## config.mk

```make
export PLATFORM = sky130hd
export DESIGN_NAME = tpu_host_seq_flat
export DESIGN_NICKNAME = d
export VERILOG_FILES = /design/src/rtl/tpu_host_seq_if.sv /design/src/rtl/tpu_host_seq.sv /design/src/flat_wrapper.sv
export SDC_FILE = /design/constraint.sdc
export NUM_CORES = 1
export LEC_CHECK = 0
export ABC_AREA = 1
export BUFFER_PORTS_ARGS = -buffer_cell sky130_fd_sc_hd__buf_2
export CORE_ASPECT_RATIO = 1.4
export CORE_MARGIN = 4
export CORE_UTILIZATION = 35
export CTS_BUF_LIST = sky130_fd_sc_hd__clkbuf_16
export CTS_CLUSTER_DIAMETER = 30
export DETAILED_ROUTE_END_ITERATION = 8
export PLACE_DENSITY_LB_ADDON = 0.2
export REMOVE_ABC_BUFFERS = 1
export SYNTH_ARGS = -nofsm -noshare
export SYNTH_HDL_FRONTEND = slang
export SYNTH_SLANG_ARGS = --single-unit
```

## constraint.sdc

```tcl
create_clock -name clk -period 5.5 [get_ports clk]
set_input_delay 1.375 -clock clk [delete_from_list [all_inputs] [get_ports clk]]
set_output_delay 1.375 -clock clk [all_outputs]
set_load 0.02 [all_outputs]
```

## src/rtl/tpu_host_seq_if.sv

```systemverilog
// Job/result streams, status and tpuv1 bus for the host sequencer.
// master = sequencer side, slave = host/TPU side.
interface tpu_host_seq_if #(
  parameter int DATAW = 64,
  parameter int ADDRW = 16
);
  logic             start;
  logic [DATAW-1:0] in_data;
  logic             in_valid;
  logic             in_ready;
  logic [DATAW-1:0] out_data;
  logic             out_valid;
  logic             out_ready;
  logic             busy;
  logic             done;
  logic [ADDRW-1:0] tpu_addr;
  logic             tpu_r_w;
  logic [DATAW-1:0] tpu_wdata;
  logic [DATAW-1:0] tpu_rdata;

  modport master (
    input  start, in_data, in_valid, out_ready, tpu_rdata,
    output in_ready, out_data, out_valid, busy, done, tpu_addr, tpu_r_w, tpu_wdata
  );
  modport slave (
    output start, in_data, in_valid, out_ready, tpu_rdata,
    input  in_ready, out_data, out_valid, busy, done, tpu_addr, tpu_r_w, tpu_wdata
  );
endinterface

```

## src/rtl/tpu_host_seq.sv

```systemverilog
// Host sequencer for tpuv1: streams a job into the A/B/C windows, kicks, reads C back.
// Define TPU_SEQ_CLEAR_C_EN to zero the C window internally instead of streaming C-init words.
module tpu_host_seq #(
  parameter int DATAW    = 64,
  parameter int ADDRW    = 16,
  parameter int DIM      = 8,
  parameter int MUL_WAIT = 23,
  parameter int RD_LAT   = 1
) (
  input  logic           clk,
  input  logic           rst,
  tpu_host_seq_if.master bus
);
  localparam int IW = $clog2(2*DIM);
  localparam int WW = $clog2(MUL_WAIT+1);
  localparam int RW = $clog2(RD_LAT+1);
  localparam logic [ADDRW-1:0] A_BASE    = ADDRW'(16'h0100);
  localparam logic [ADDRW-1:0] B_BASE    = ADDRW'(16'h0200);
  localparam logic [ADDRW-1:0] C_BASE    = ADDRW'(16'h0300);
  localparam logic [ADDRW-1:0] KICK_ADDR = ADDRW'(16'h0400);

  typedef enum logic [2:0] {IDLE, LOAD_A, LOAD_B, LOAD_C, KICK, WAIT, READ} state_t;

  state_t           state, state_n;
  logic [IW-1:0]    idx, idx_n;
  logic [WW-1:0]    wcnt, wcnt_n;
  logic [RW-1:0]    rcnt, rcnt_n;
  logic             busy, busy_n, done, done_n, ov, ov_n, rw, rw_n;
  logic [DATAW-1:0] od, od_n, wd, wd_n;
  logic [ADDRW-1:0] addr, addr_n;
  logic             beat, c_go;
  logic [DATAW-1:0] c_word;

  function automatic logic [ADDRW-1:0] slot(input logic [ADDRW-1:0] base, input logic [IW-1:0] i);
    return base + (ADDRW'(i) << 3);
  endfunction

`ifdef TPU_SEQ_CLEAR_C_EN
  assign bus.in_ready = (state == LOAD_A) || (state == LOAD_B);
  assign c_go         = 1'b1;
  assign c_word       = '0;
`else
  assign bus.in_ready = (state == LOAD_A) || (state == LOAD_B) || (state == LOAD_C);
  assign c_go         = beat;
  assign c_word       = bus.in_data;
`endif
  assign beat = bus.in_valid && bus.in_ready;

  always_comb begin
    state_n = state;
    idx_n   = idx;
    wcnt_n  = wcnt;
    rcnt_n  = rcnt;
    busy_n  = busy;
    done_n  = 1'b0;
    ov_n    = ov;
    od_n    = od;
    addr_n  = '0;
    rw_n    = 1'b0;
    wd_n    = '0;
    case (state)
      IDLE: begin
        // done is high on the first IDLE cycle; a start there is dropped
        if (bus.start && !done) begin
          state_n = LOAD_A;
          busy_n  = 1'b1;
          idx_n   = '0;
        end
      end
      LOAD_A, LOAD_B: begin
        if (beat) begin
          rw_n   = 1'b1;
          wd_n   = bus.in_data;
          addr_n = slot((state == LOAD_A) ? A_BASE : B_BASE, idx);
          if (idx == IW'(DIM-1)) begin
            state_n = (state == LOAD_A) ? LOAD_B : LOAD_C;
            idx_n   = '0;
          end else begin
            idx_n = idx + 1'b1;
          end
        end
      end
      LOAD_C: begin
        if (c_go) begin
          rw_n   = 1'b1;
          wd_n   = c_word;
          addr_n = slot(C_BASE, idx);
          if (idx == IW'(2*DIM-1)) begin
            state_n = KICK;
            idx_n   = '0;
          end else begin
            idx_n = idx + 1'b1;
          end
        end
      end
      KICK: begin
        rw_n    = 1'b1;
        addr_n  = KICK_ADDR;
        state_n = WAIT;
        wcnt_n  = '0;
      end
      WAIT: begin
        // kick is on the bus in the first WAIT cycle; first read lands MUL_WAIT cycles later
        if (wcnt == WW'(MUL_WAIT-1)) begin
          state_n = READ;
          idx_n   = '0;
          rcnt_n  = '0;
          addr_n  = C_BASE;
        end else begin
          wcnt_n = wcnt + 1'b1;
        end
      end
      READ: begin
        addr_n = slot(C_BASE, idx);
        if (!ov) begin
          if (rcnt == RW'(RD_LAT)) begin
            ov_n = 1'b1;
            od_n = bus.tpu_rdata;
          end else begin
            rcnt_n = rcnt + 1'b1;
          end
        end else if (bus.out_ready) begin
          ov_n = 1'b0;
          if (idx == IW'(2*DIM-1)) begin
            state_n = IDLE;
            busy_n  = 1'b0;
            done_n  = 1'b1;
            idx_n   = '0;
            addr_n  = '0;
          end else begin
            idx_n  = idx + 1'b1;
            addr_n = slot(C_BASE, idx + 1'b1);
            rcnt_n = '0;
          end
        end
      end
      default: state_n = IDLE;
    endcase
  end

  always_ff @(posedge clk or posedge rst) begin
    if (rst) begin
      state <= IDLE;
      idx   <= '0;
      wcnt  <= '0;
      rcnt  <= '0;
      busy  <= 1'b0;
      done  <= 1'b0;
      ov    <= 1'b0;
      od    <= '0;
      addr  <= '0;
      rw    <= 1'b0;
      wd    <= '0;
    end else begin
      state <= state_n;
      idx   <= idx_n;
      wcnt  <= wcnt_n;
      rcnt  <= rcnt_n;
      busy  <= busy_n;
      done  <= done_n;
      ov    <= ov_n;
      od    <= od_n;
      addr  <= addr_n;
      rw    <= rw_n;
      wd    <= wd_n;
    end
  end

  assign bus.busy      = busy;
  assign bus.done      = done;
  assign bus.out_valid = ov;
  assign bus.out_data  = od;
  assign bus.tpu_addr  = addr;
  assign bus.tpu_r_w   = rw;
  assign bus.tpu_wdata = wd;
endmodule
```

## src/flat_wrapper.sv

```systemverilog
// flat-port wrapper written by rule: the top's interface ports become plain ports
module tpu_host_seq_flat 
#(
  parameter int DATAW    = 64,
  parameter int ADDRW    = 16,
  parameter int DIM      = 8,
  parameter int MUL_WAIT = 23,
  parameter int RD_LAT   = 1
)
  (clk, rst, bus_start, bus_in_data, bus_in_valid, bus_out_ready, bus_tpu_rdata, bus_in_ready, bus_out_data, bus_out_valid, bus_busy, bus_done, bus_tpu_addr, bus_tpu_r_w, bus_tpu_wdata);
  tpu_host_seq_if #(.DATAW(DATAW), .ADDRW(ADDRW)) bus_i ();
  input  logic clk;
  input  logic rst;
  input wire logic [$bits(bus_i.start)-1:0] bus_start;
  input wire logic [$bits(bus_i.in_data)-1:0] bus_in_data;
  input wire logic [$bits(bus_i.in_valid)-1:0] bus_in_valid;
  input wire logic [$bits(bus_i.out_ready)-1:0] bus_out_ready;
  input wire logic [$bits(bus_i.tpu_rdata)-1:0] bus_tpu_rdata;
  output wire logic [$bits(bus_i.in_ready)-1:0] bus_in_ready;
  output wire logic [$bits(bus_i.out_data)-1:0] bus_out_data;
  output wire logic [$bits(bus_i.out_valid)-1:0] bus_out_valid;
  output wire logic [$bits(bus_i.busy)-1:0] bus_busy;
  output wire logic [$bits(bus_i.done)-1:0] bus_done;
  output wire logic [$bits(bus_i.tpu_addr)-1:0] bus_tpu_addr;
  output wire logic [$bits(bus_i.tpu_r_w)-1:0] bus_tpu_r_w;
  output wire logic [$bits(bus_i.tpu_wdata)-1:0] bus_tpu_wdata;
  assign bus_i.start = bus_start;
  assign bus_i.in_data = bus_in_data;
  assign bus_i.in_valid = bus_in_valid;
  assign bus_i.out_ready = bus_out_ready;
  assign bus_i.tpu_rdata = bus_tpu_rdata;
  assign bus_in_ready = bus_i.in_ready;
  assign bus_out_data = bus_i.out_data;
  assign bus_out_valid = bus_i.out_valid;
  assign bus_busy = bus_i.busy;
  assign bus_done = bus_i.done;
  assign bus_tpu_addr = bus_i.tpu_addr;
  assign bus_tpu_r_w = bus_i.tpu_r_w;
  assign bus_tpu_wdata = bus_i.tpu_wdata;
  tpu_host_seq #(.DATAW(DATAW), .ADDRW(ADDRW), .DIM(DIM), .MUL_WAIT(MUL_WAIT), .RD_LAT(RD_LAT)) u_core (.clk(clk), .rst(rst), .bus(bus_i));
endmodule
```

### Word level (Yosys, flattened, before mapping)

Cells that the tools add are included.

* output and inout bits: 149
* memory bits (writable): 0
* memories: 0
* bits in read-only memories: 0
* input port bits: 133
* word-level logic and storage cells: 109
* bits in latches: 0
* bits in registers: 161

* add/sub/neg operators: 6
* reduce and logical (&&, ||, !) cells: 18
* shift-type cells: 0
* eq/ne operators: 21
* div/mod/pow operators: 0
* magnitude comparators: 0
* multiplexer cells: 52
* bitwise gates (word level): 1
* $mul: 0

Operator list (count)
* two-way mux 64 bit: 2
* two-way mux 16 bit: 5
* one-hot mux 16 bit (5 select lines): 1
* two-way mux 4 bit: 8
* two-way mux 3 bit: 9
* adder 10 x 7 -> 11 bit, first input constant: 2
* two-way mux 10 bit: 2
* one-hot mux 4 bit (5 select lines): 1
* two-way mux 1 bit: 18
* one-hot mux 3 bit (6 select lines): 1
* adder 16 x 7 -> 16 bit: 1
* != test 2 x 1 -> 1 bit, second input constant: 7
* one-hot mux 5 bit (2 select lines): 1
* equality test 3 bit, second input constant: 3
* AND reduction 9 bit: 1
* AND reduction 7 bit: 1
* equality test 3 x 2 -> 1 bit, second input constant: 2
* != test 2 bit, second input constant: 3
* != test 3 bit, second input constant: 2
* one-hot mux 1 bit (2 select lines): 3
* nonzero test 2 bit: 3
* adder 5 x 1 -> 5 bit, second input constant: 1
* equality test 5 bit, second input constant: 1
* two-way mux 5 bit: 1
* other kinds (17): 19

### Logic depth before layout (Yosys ltp)

Gate-level depths: netlist of run 1.

* word-level depth: 6
* gate-level depth with buffers: 10
* mapped depth without buffers: 9

### Worst setup path before layout of run 1

No wires, ideal clock.

* kind: reg-to-output
* from: reg u_core.state[0]
* to: out bus_in_ready
* setup slack: 3.214 ns
* buffers on the path: 1
* arrival time: 0.911 ns
* cell stages (with the launch flop): 4
* cell sequence: dfrtp_1 buf_2 nor2_1 nor2_1

* cells in the longest elaborated chain, start to end: 3
* elaborated cells on any way between the ends: 5
* classes of those cells: 3 x eq/ne; 2 x reduce/logical

RTL lines
* start: declaration: line tpu_host_seq.sv:24 `state_t state, state_n;`
* start signal: assignment: line tpu_host_seq.sv:155 `state <= state_n;`
* equality test 3 x 1 -> 1 bit / equality test 3 x 2 -> 1 bit (equally long branches): line tpu_host_seq.sv:43 `assign bus.in_ready = (state == LOAD_A) || (state == LOAD_B) || (state == LOAD_C);`
* logical OR 1 bit: line tpu_host_seq.sv:43
* logical OR 1 bit *: line tpu_host_seq.sv:43
* end: declaration: line flat_wrapper.sv:19 `output wire logic [$bits(bus_i.in_ready)-1:0] bus_in_ready;`

Every way passes the cells marked *; elsewhere a longest branch is shown, timed or not.

### Final worst setup path of run 1

Same ends and word-level chain as after synthesis.

==> impl_metrics.env, run 1 <==
export IMPL_finalSetupTns_ns=0
export IMPL_cp_required_ns=4.12
export IMPL_clkTransAtPathRegs_ns=0.06
export IMPL_layout_drive_gt1_share_pct=46.4
export IMPL_pin_count=282
export IMPL_path_max_fanout=8
export IMPL_cts_tree="built"
export IMPL_synthAdderAreaFrac_pct=0.617
export IMPL_cts_buffers=17
export IMPL_arrival_ns=1.49
export IMPL_route_detailed_drc=0
export IMPL_muxShareOfSynthArea_pct=14.9
export IMPL_ys_types=26
export IMPL_ys_seq_area_share_pct=62.5
export IMPL_hold_viol_final=0
export IMPL_clock_skew_ns=0.00971
export IMPL_via_per_inst=4.22
export IMPL_die_w_um=119
export IMPL_drt_iter0_markers=250
export IMPL_cts_hold_buf=0
export IMPL_coreArea_sq_um=17000
export IMPL_p_per_area_nw_per_um2=535
export IMPL_slew_viol_final=0
export IMPL_clkSinkCount=152
export IMPL_grt_overflow=0
export IMPL_slew_headroom_pct=26.4
export IMPL_critPathLaunchType="flip-flop"
export IMPL_status="complete, no violations"
export IMPL_clock_latency_ns=0.42
export IMPL_totalPowerFinal_w=0.00444
export IMPL_synth_compound_area_share_pct=2.10
export IMPL_clockBufferDepth=2
export IMPL_grt_first_pass_wirelength_mm=23.9
export IMPL_setup_violations=0
export IMPL_initial_core_util_pct=35.9
export IMPL_grt_max_degree=72
export IMPL_h_tree_depth=4
export IMPL_rsz0062_at_grt="no"
export IMPL_grt_use_total_pct=16.2
export IMPL_crit_type="reg -> out"
export IMPL_maxCapViolations=0
export IMPL_root_buffer="clkbuf_16"
export IMPL_cts_resized=0
export IMPL_area_delta_synth_final_pct=36.1
export IMPL_synth_top_family_by_area="multiplexers"
export IMPL_cp_slowest_cell="dfrtp_1"
export IMPL_die_area_sq_um=19600
export IMPL_grt_pass1_vias=4399
export IMPL_vias=4410
export IMPL_end_kind="output port"
export IMPL_num_rows=56
export IMPL_ys_seq_elements=152
export IMPL_hp_class="reg -> reg"
export IMPL_place_congestion=0.794
export IMPL_period_share_pct=52.0
export IMPL_cp_common_cell="nor2_1"
export IMPL_fmax_mhz=349
export IMPL_portBuffers=272
export IMPL_antenna_found_initial=4
export IMPL_tightest_slew_ns=1.10
export IMPL_drt_total_wl_mm=16.0
export IMPL_antenna_left=0
export IMPL_syn_area_sq_um=6090
export IMPL_r2r_setup_slack_ns=3.36
export IMPL_leakage_nw=4.87
export IMPL_syn_inst=519
export IMPL_wl_per_cell_um=15.3
export IMPL_finalNetCount=933
export IMPL_min_period_ns=2.86
export IMPL_die_y_um=164
export IMPL_yosys_area_share_simple_pct=10.9
export IMPL_synth_warnings=0
export IMPL_dpl_hpwl_mm=11.9
export IMPL_avgSynthCellArea_sq_um=11.7
export IMPL_postCtsSetupBuffers=0
export IMPL_synth_xor_area_share_pct=0.288
export IMPL_crit_chain="nor2_1 > nor2_1 > buf_2"
export IMPL_crit_path_max_incr_delay_ns=0.51
export IMPL_drt_pre_antenna_iters=4
export IMPL_vdd_drop_max_mv=0.214
-- flip-flops by register name, indices dropped and copies added, names as in the netlist --
register	cells
u_core.bus.tpu_wdata	64
u_core.bus.out_data	64
u_core.wcnt	5
u_core.bus.busy	1
u_core.bus.tpu_r_w	1
u_core.bus.tpu_addr	7
u_core.rcnt	1
u_core.bus.out_valid	1
u_core.bus.done	1
u_core.state	3
u_core.idx	4
-- synth_stat cells --
cell type,number,area (sq um)
buf_2,4,20.0
nor2_1,77,289
xor2_1,2,17.5
o21ai_0,18,90.1
mux2_2,15,169
ha_1,3,37.5
nor3b_1,1,7.51
buf_4,9,67.6
conb_1,1,3.75
mux2_4,49,736
nand3_2,1,10.0
buf_6,10,113
nand2_2,1,6.26
nand3_1,22,110
clkbuf_1,2,7.51
or2_2,1,6.26
a22o_1,1,8.76
inv_1,86,323
dfrtp_1,152,3800
nand4_1,1,6.26
nor2_4,1,11.3
a21oi_1,3,15.0
nand2_1,55,206
o22ai_1,1,6.26
o211ai_1,1,7.51
nor3_1,2,10.0
-- final timing paths --
kind	depth (start not counted)	end	from
worst min-delay path	1	u_core.bus.out_data[53]	u_core.bus.out_data[53]
worst max register to register	5	u_core.bus.out_data[48]	u_core.state[2]
worst min register to register	1	u_core.bus.out_data[53]	u_core.bus.out_data[53]
max in group asynchronous	3	u_core.bus.out_data[61]	rst
worst max-delay path	3	bus_in_ready	u_core.state[0]
min in group asynchronous	2	u_core.bus.out_data[11]	rst
-- through the flow --
| stage | util (%) | area [sq um] | setup WS (ns) | hold WS, ns | cells |
|---|---|---|---|---|---|
| finish | 48.9 | 8290 | 2.64 | 0.499 | 1045 |
| global route | 48.9 | 8290 | 2.50 | 0.510 | 1045 |
| CTS | 48.8 | 8280 | 2.62 | 0.501 | 1042 |
| detailed placement | 44.9 | 7610 | 2.86 | 0.486 | 1010 |
| global placement | 44.9 | 7610 | 2.89 | 0.483 | 1010 |
| floorplan | - | 5910 | 0.0319 | 0.463 | 502 |
-- placed cells by master, fill, tap and decap left out, drive strengths merged, types with 2 or more instances in the layout --
| cell type | instances |
|---|---|
| buf | 276 |
| dfrtp | 152 |
| inv | 88 |
| nor2 | 78 |
| mux2 | 64 |
| nand2 | 56 |
| nand3 | 23 |
| o21ai | 18 |
| clkbuf | 17 |
| conb | 9 |
| bufinv | 6 |
| clkinv | 5 |
| diode | 3 |
| a21oi | 3 |
| ha | 3 |
| nor3 | 2 |
| xor2 | 2 |
| clkinvlp | 2 |
-- critical path, delay by kind of cell, from the launching register on --
family,cells,cell delay (ns)
DFF,1,0.51
and+or+nand+nor,2,0.35
buffers and inverters,1,0.21
-- metal layers --
layer / vias to the layer above / GRT usage, % / share of wire (%)
li1: 2144 / - / -
met2: 183 / 27.7 / 52
met1: 2060 / 18.4 / 37
met5: - / 0 / 0.081
met3: 21 / 5.75 / 8.6
met4: 2 / 6.83 / 1.9
-- power by group --
group / internal [W] / switching, W / total, W
registers: 0.00145 / 0.000162 / 0.00161
logic: 0.000579 / 0.000926 / 0.00150
clock network: 0.000854 / 0.000467 / 0.00132
-- area by class of cell --
type                       instances  area, sq um
clock buffer                      17          425
sequential                       152         3800
fill                            1649         8670
inverter                          86          328
antenna                            3         7.51
tap                              232          290
clock inverter                    15          249
multi-input combinational        264         1790
timing repair buffer             276         1390
-- cell families (layout without fill, tap and decap cells) --
group	Yosys count	count (layout)
adder cells (fa/ha/maj)	3	3
multiplexers	64	64
XOR/XNOR	2	2
other	1	12
buffers and inverters	111	394
AO/OA/AOI/OAI	24	24
AND/OR/NAND/NOR	162	162
flip-flops	152	152
Power figures use the tool's default switching activity.
==> run 2, diff against run 1 <==
--- a/config.mk
+++ b/config.mk
@@ -5,7 +5,7 @@
 export SDC_FILE = /design/constraint.sdc
 export NUM_CORES = 1
 export LEC_CHECK = 0
-export ABC_AREA = 1
+export ABC_AREA = 0
 export BUFFER_PORTS_ARGS = -buffer_cell sky130_fd_sc_hd__buf_2
 export CORE_ASPECT_RATIO = 1.4
 export CORE_MARGIN = 4
==> constraint.sdc (replaced) <==
create_clock -name clk -period 2.5 [get_ports clk]
set_input_delay 0.625 -clock clk [delete_from_list [all_inputs] [get_ports clk]]
set_output_delay 0.625 -clock clk [all_outputs]
set_load 0.02 [all_outputs]
==> run 2 against run 1 <==
Compared with the run above: critical path depth grew 1; design area barely moved; clock skew shrank 0.00050 ns; sequential cell count unchanged; critical endpoint unchanged; largest cell class unchanged.
==> impl_metrics.env, run 2 <==
export IMPL_met1_length_mm=5.90
export IMPL_ys_types=52
export IMPL_cts_tree="built"
export IMPL_drt_pre_antenna_iters=4
export IMPL_route_detailed_drc=0
export IMPL_status="complete, no violations"
export IMPL_reg2regPathDepth=6
export IMPL_setup_violations=0
export IMPL_synthTopCellsByCount="dfrtp_1 (152), and2_1 (66), mux2_4 (60), nand2_1 (19), nor2_1 (17)"
export IMPL_synth_top_cell_by_area="dfrtp_1"
export IMPL_final_common_cell="buf_2"
export IMPL_path_max_fanout=23
export IMPL_wl_per_cell_um=16.7
export IMPL_num_antenna_cells=0
export IMPL_vias=4303
export IMPL_slew_headroom_pct=55.8
export IMPL_finalNetCount=850
export IMPL_holdWs_ns=0.221
export IMPL_r2r_setup_slack_ns=0.51
export IMPL_cp_slowest_cell="nor2_1"
export IMPL_crit_path_end="bus_in_ready"
export IMPL_antenna_left=0
export IMPL_drt_iter0_markers=208
export IMPL_initial_core_util_pct=35.4
export IMPL_maxCapViolations=0
export IMPL_area_delta_synth_final_pct=35.0
export IMPL_synth_warnings=0
export IMPL_avgSynthCellArea_sq_um=14.1
export IMPL_die_y_um=165
export IMPL_leakage_nw=4.53
export IMPL_crit_type="reg -> out"
export IMPL_grt_max_degree=69
export IMPL_clkSinkCount=152
export IMPL_critPathLaunchType="flip-flop"
export IMPL_portBuffers=272
export IMPL_arrival_ns=1.71
export IMPL_cp_required_ns=1.88
export IMPL_die_w_um=120
export IMPL_place_congestion=0.788
export IMPL_dp_cells=931
export IMPL_rsz0062_at_grt="no"
export IMPL_postCtsSetupBuffers=0
export IMPL_worst_path_buf_inv=2
export IMPL_min_period_ns=2.34
export IMPL_dr_wl_met2_mm=8.71
export IMPL_cts_resized=0
export IMPL_synthFlopType="dfrtp_1"
export IMPL_dpl_hpwl_mm=12.1
export IMPL_via_per_inst=4.47
export IMPL_wl_met3_mm=1.11
export IMPL_vdd_drop_max_mv=0.405
export IMPL_antenna_found_initial=0
export IMPL_pin_count=282
export IMPL_ys_top_cells_by_area="dfrtp_1 (62%), mux2_4 (15%), and2_1 (6.7%), buf_4 (1.2%), nand2_1 (1.2%)"
export IMPL_postLayoutCoreUtil_pct=47.9
export IMPL_num_rows=57
export IMPL_crit_path_max_incr_delay_ns=0.45
export IMPL_crit_chain="buf_4 > nor2_1 > nor2_1 > buf_2"
export IMPL_ys_seq_area_share_pct=61.9
export IMPL_synth_edf_count=0
export IMPL_clkTransAtPathRegs_ns=0.06
export IMPL_worstSetupStartpoint="u_core.state[0]"
export IMPL_path_delay_family="simple AND/OR/NAND/NOR gates"
export IMPL_clockBufferDepth=2
export IMPL_slew_viol_final=0
export IMPL_fmax_mhz=428
export IMPL_r2r_start="u_core.idx[1]"
export IMPL_cp_depth=4
export IMPL_cts_buffers=17
export IMPL_coreArea_sq_um=17300
export IMPL_end_kind="output port"
export IMPL_pre_cts_slack_ns=0.547
export IMPL_yosys_area_top_type_share_pct=61.9
export IMPL_grt_use_total_pct=15.6
export IMPL_top_layer="met4"
export IMPL_async_reset_ff_share_pct=100
export IMPL_hold_viol_final=0
export IMPL_stdcell_count=962
export IMPL_cts_hold_buf=0
export IMPL_p_per_area_nw_per_um2=1260
export IMPL_synth_most_common_cell="dfrtp_1"
export IMPL_syn_area_sq_um=6140
export IMPL_clock_skew_ns=0.00920
export IMPL_grt_first_pass_wirelength_mm=24.0
export IMPL_layout_drive_gt1_share_pct=52.8
export IMPL_period_share_pct=93.5
export IMPL_clock_latency_ns=0.41
export IMPL_grt_pass1_vias=4454
export IMPL_drt_total_wl_mm=16.0
export IMPL_cp_common_cell="nor2_1"
export IMPL_finalSetupTns_ns=0
export IMPL_final_cell_mix="buf_2 (272), dfrtp_1 (152), and2_1 (66)"
export IMPL_tightest_slew_ns=0.663
export IMPL_finalWorstSetupSlack_ns=0.163
export IMPL_hp_class="in -> async"
export IMPL_reg2reg_to="u_core.state[2]"
export IMPL_die_area_sq_um=19800
export IMPL_syn_inst=437
export IMPL_h_tree_depth=4
export IMPL_root_buffer="clkbuf_16"
export IMPL_ys_seq_elements=152
export IMPL_grt_overflow=0
-- run 2: layout make-up --
class	instances	area [sq um]
fill	1640	9040
timing repair buffer	281	1450
sequential	152	3800
clock buffer	17	425
multi-input combinational	257	2150
clock inverter	14	136
inverter	5	23.8
tap	236	295
-- run 2: cell families after synthesis --
kind of cell | synth area share [%]
multiplexers | 15.7
other | 0.0611
buffers and inverters | 3.61
adder cells (fa/ha/maj) | 0.611
flip-flops | 61.9
XOR/XNOR | 0.285
AND/OR/NAND/NOR | 12.5
AO/OA/AOI/OAI | 5.30
-- run 2: layer usage --
metal	vias to the layer above	GRT usage (%)
met5	-	0
met4	0	5.42
met3	19	4.93
met2	171	28.0
met1	2098	17.5
li1	2015	-
-- run 2: metrics by stage --
stage               cell area, sq um  total power, W
CTS                             8290          0.0106
global route                    8290          0.0111
detailed placement              7730         0.00812
finish                          8290          0.0105
global placement                7730         0.00806
floorplan                       5970         0.00661
-- run 2: worst min-delay path by stage --
| stage | start | depth (start not counted) | slack [ns] | endpoint |
|---|---|---|---|---|
| CTS | rst | 2 | 0.23 | u_core.bus.out_data[2] |
| detailed placement | u_core.bus.out_data[12] | 1 | 0.49 | u_core.bus.out_data[12] |
| floorplan | u_core.wcnt[0] | 1 | 0.49 | u_core.wcnt[0] |
| global route | rst | 2 | 0.24 | u_core.bus.out_data[2] |
| global placement | u_core.bus.out_data[60] | 1 | 0.48 | u_core.bus.out_data[60] |
| finish | rst | 2 | 0.22 | u_core.bus.out_data[2] |
-- run 2: report_power, final --
| part | switching, W | internal [W] |
|---|---|---|
| combinational | 0.00243 | 0.00184 |
| sequential | 0.000453 | 0.00333 |
| clock | 0.000971 | 0.00145 |
| total | 0.00385 | 0.00662 |
==> run 3, diff against run 2 <==
--- a/config.mk
+++ b/config.mk
@@ -6,13 +6,13 @@
 export NUM_CORES = 1
 export LEC_CHECK = 0
 export ABC_AREA = 0
-export BUFFER_PORTS_ARGS = -buffer_cell sky130_fd_sc_hd__buf_2
-export CORE_ASPECT_RATIO = 1.4
+export CORE_ASPECT_RATIO = 0.75
 export CORE_MARGIN = 4
 export CORE_UTILIZATION = 35
 export CTS_BUF_LIST = sky130_fd_sc_hd__clkbuf_16
 export CTS_CLUSTER_DIAMETER = 30
 export DETAILED_ROUTE_END_ITERATION = 8
+export DONT_BUFFER_PORTS = 1
 export PLACE_DENSITY_LB_ADDON = 0.2
 export REMOVE_ABC_BUFFERS = 1
 export SYNTH_ARGS = -nofsm -noshare
==> constraint.sdc (replaced) <==
create_clock -name clk -period 2.5 [get_ports clk]
set_input_delay 0.125 -clock clk [delete_from_list [all_inputs] [get_ports clk]]
set_output_delay 0.125 -clock clk [all_outputs]
set_load 0.02 [all_outputs]
==> run 3 against run 2 <==
Compared with the run above: via count decreased by 10%; non-clock buffer count decreased by 138; count of clock-buffer cells in the layout unchanged; die area about the same; highest routed layer unchanged; routed wire length decreased by 2.1%; utilization increased by 0.87 points; maximum frequency increased by 15%; setup slack improved by 0.30 ns; hold slack got worse by 0.20 ns; sequential share of layout area about the same; total power decreased by 4.3%.
==> impl_metrics.env, run 3 (synthesis results as in run 2) <==
export IMPL_status="complete, no violations"
export IMPL_crit_type="reg -> reg"
export IMPL_dp_cells=662
export IMPL_setup_violations=0
export IMPL_min_path_cells=3
export IMPL_vdd_drop_max_mv=0.582
export IMPL_root_buffer="clkbuf_16"
export IMPL_initial_core_util_pct=36.1
export IMPL_pin_count=282
export IMPL_place_congestion=0.778
export IMPL_antenna_left=0
export IMPL_hold_viol_final=0
export IMPL_clockBufferDepth=2
export IMPL_min_period_ns=2.04
export IMPL_critPathLaunchType="flip-flop"
export IMPL_wl_per_cell_um=19.0
export IMPL_h_tree_depth=4
export IMPL_drt_pre_antenna_iters=4
export IMPL_rsz0062_at_grt="no"
export IMPL_stdcell_count=825
export IMPL_num_antenna_cells=0
export IMPL_clock_latency_ns=0.42
export IMPL_layout_drive_gt1_share_pct=19.9
export IMPL_p_per_area_nw_per_um2=1210
export IMPL_cp_required_ns=2.80
export IMPL_dpl_hpwl_mm=10.2
export IMPL_portBuffers=0
export IMPL_grt_overflow=0
export IMPL_drt_iter0_markers=216
export IMPL_end_kind="flip-flop"
export IMPL_period_share_pct=81.5
export IMPL_antenna_found_initial=0
export IMPL_internal_power_w=0.00613
export IMPL_combPwrFrac_pct=24.5
export IMPL_final_common_cell="dfrtp_1"
export IMPL_die_y_um=123
export IMPL_tightest_slew_ns=1.09
export IMPL_fmax_mhz=491
export IMPL_cts_hold_buf=131
export IMPL_die_area_sq_um=19800
export IMPL_clkSinkCount=152
export IMPL_route_detailed_drc=0
export IMPL_hp_class="in -> reg"
export IMPL_grt_max_degree=69
export IMPL_leakage_nw=3.95
export IMPL_cts_buffers=17
export IMPL_path_max_fanout=26
export IMPL_finalNetCount=712
export IMPL_clock_power_share_pct=25.2
export IMPL_final_cell_mix="dfrtp_1 (152), dlygate4sd3_1 (131), and2_1 (66)"
export IMPL_arrival_ns=2.33
export IMPL_slew_headroom_pct=26.9
export IMPL_reg2regPathDepth=6
export IMPL_postCtsSetupBuffers=0
export IMPL_num_rows=41
export IMPL_p_sw_w=0.00389
export IMPL_grt_pass1_vias=4222
export IMPL_min_delay_start="bus_in_valid"
export IMPL_grt_use_total_pct=15.9
export IMPL_drt_total_wl_mm=15.7
export IMPL_sequentialPowerShare_pct=50.3
export IMPL_worstSetupStartpoint="u_core.state[2]"
export IMPL_cts_tree="built"
export IMPL_area_delta_synth_final_pct=35.1
export IMPL_cts_resized=0
export IMPL_clock_skew_ns=0.0120
export IMPL_slew_viol_final=0
export IMPL_maxCapViolations=0
export IMPL_coreArea_sq_um=17000
export IMPL_die_w_um=161
export IMPL_r2r_start="u_core.state[2]"
export IMPL_vias=3868
export IMPL_clkTransAtPathRegs_ns=0.07
export IMPL_p_sw_share_pct=38.9
export IMPL_via_per_inst=4.69
export IMPL_finalSetupTns_ns=0
export IMPL_grt_first_pass_wirelength_mm=24.2
-- run 3: path summary, 6_finish.rpt --
kind | endpoint | slack (ns)
max reg2reg | u_core.bus.out_data[11] | 0.46
max | u_core.bus.out_data[11] | 0.46
min in group asynchronous | u_core.bus.out_data[13] | 0.30
min | u_core.state[2] | 0.03
max in group asynchronous | u_core.bus.out_data[43] | 1.50
min reg2reg | u_core.wcnt[0] | 0.53
-- run 3: power by group through the flow --
| stage | Clock, W | Combinational [W] | Sequential [W] |
|---|---|---|---|
| 2_1_floorplan | 0 | 0.00173 | 0.00488 |
| 3_3_place_gp | 0 | 0.00219 | 0.00509 |
| 3_5_place_dp | 0 | 0.00227 | 0.00507 |
| 4_1_cts | 0.00260 | 0.00245 | 0.00504 |
| 5_1_grt | 0.00272 | 0.00270 | 0.00515 |
| 6_report | 0.00252 | 0.00245 | 0.00504 |
-- run 3: final cells by class --
type	count	area, sq um
Clock buffer	17	425
Sequential cell	152	3800
Inverter	5	23.8
Tap cell	236	295
Clock inverter	15	156
Multi-Input combinational cell	257	2150
Fill cell	1468	8730
Timing Repair Buffer	143	1440
-- run 3: routing by layer --
| layer | global-route usage (%) | up-vias | share of wire (%) |
|---|---|---|---|
| li1 | - | 1740 | - |
| met1 | 18.4 | 1907 | 39 |
| met2 | 26.1 | 200 | 49 |
| met3 | 7.25 | 21 | 10 |
| met4 | 6.07 | 0 | 2.0 |
| met5 | 0 | - | 0 |
-- run 3: worst max-delay path: stages, from the launching register on --
cell	delay, ns
dfrtp_1	0.49
nand2_2	0.16
or2_4	0.29
nor2_4	0.10
nand2_4	0.23
buf_12	0.28
mux2_4	0.32
-- run 3: through the flow --
stage	hold slack, ns	utilization [%]	setup WS [ns]	cell area (sq um)	total power, W
2_1_floorplan	0.254	-	-1.72	5970	0.00661
3_3_place_gp	0.115	37.6	0.530	6400	0.00728
3_5_place_dp	0.119	37.6	0.476	6400	0.00734
4_1_cts	0.00504	48.7	0.467	8300	0.0101
5_1_grt	0.00759	48.7	0.151	8300	0.0106
6_report	0.0259	48.7	0.464	8300	0.0100
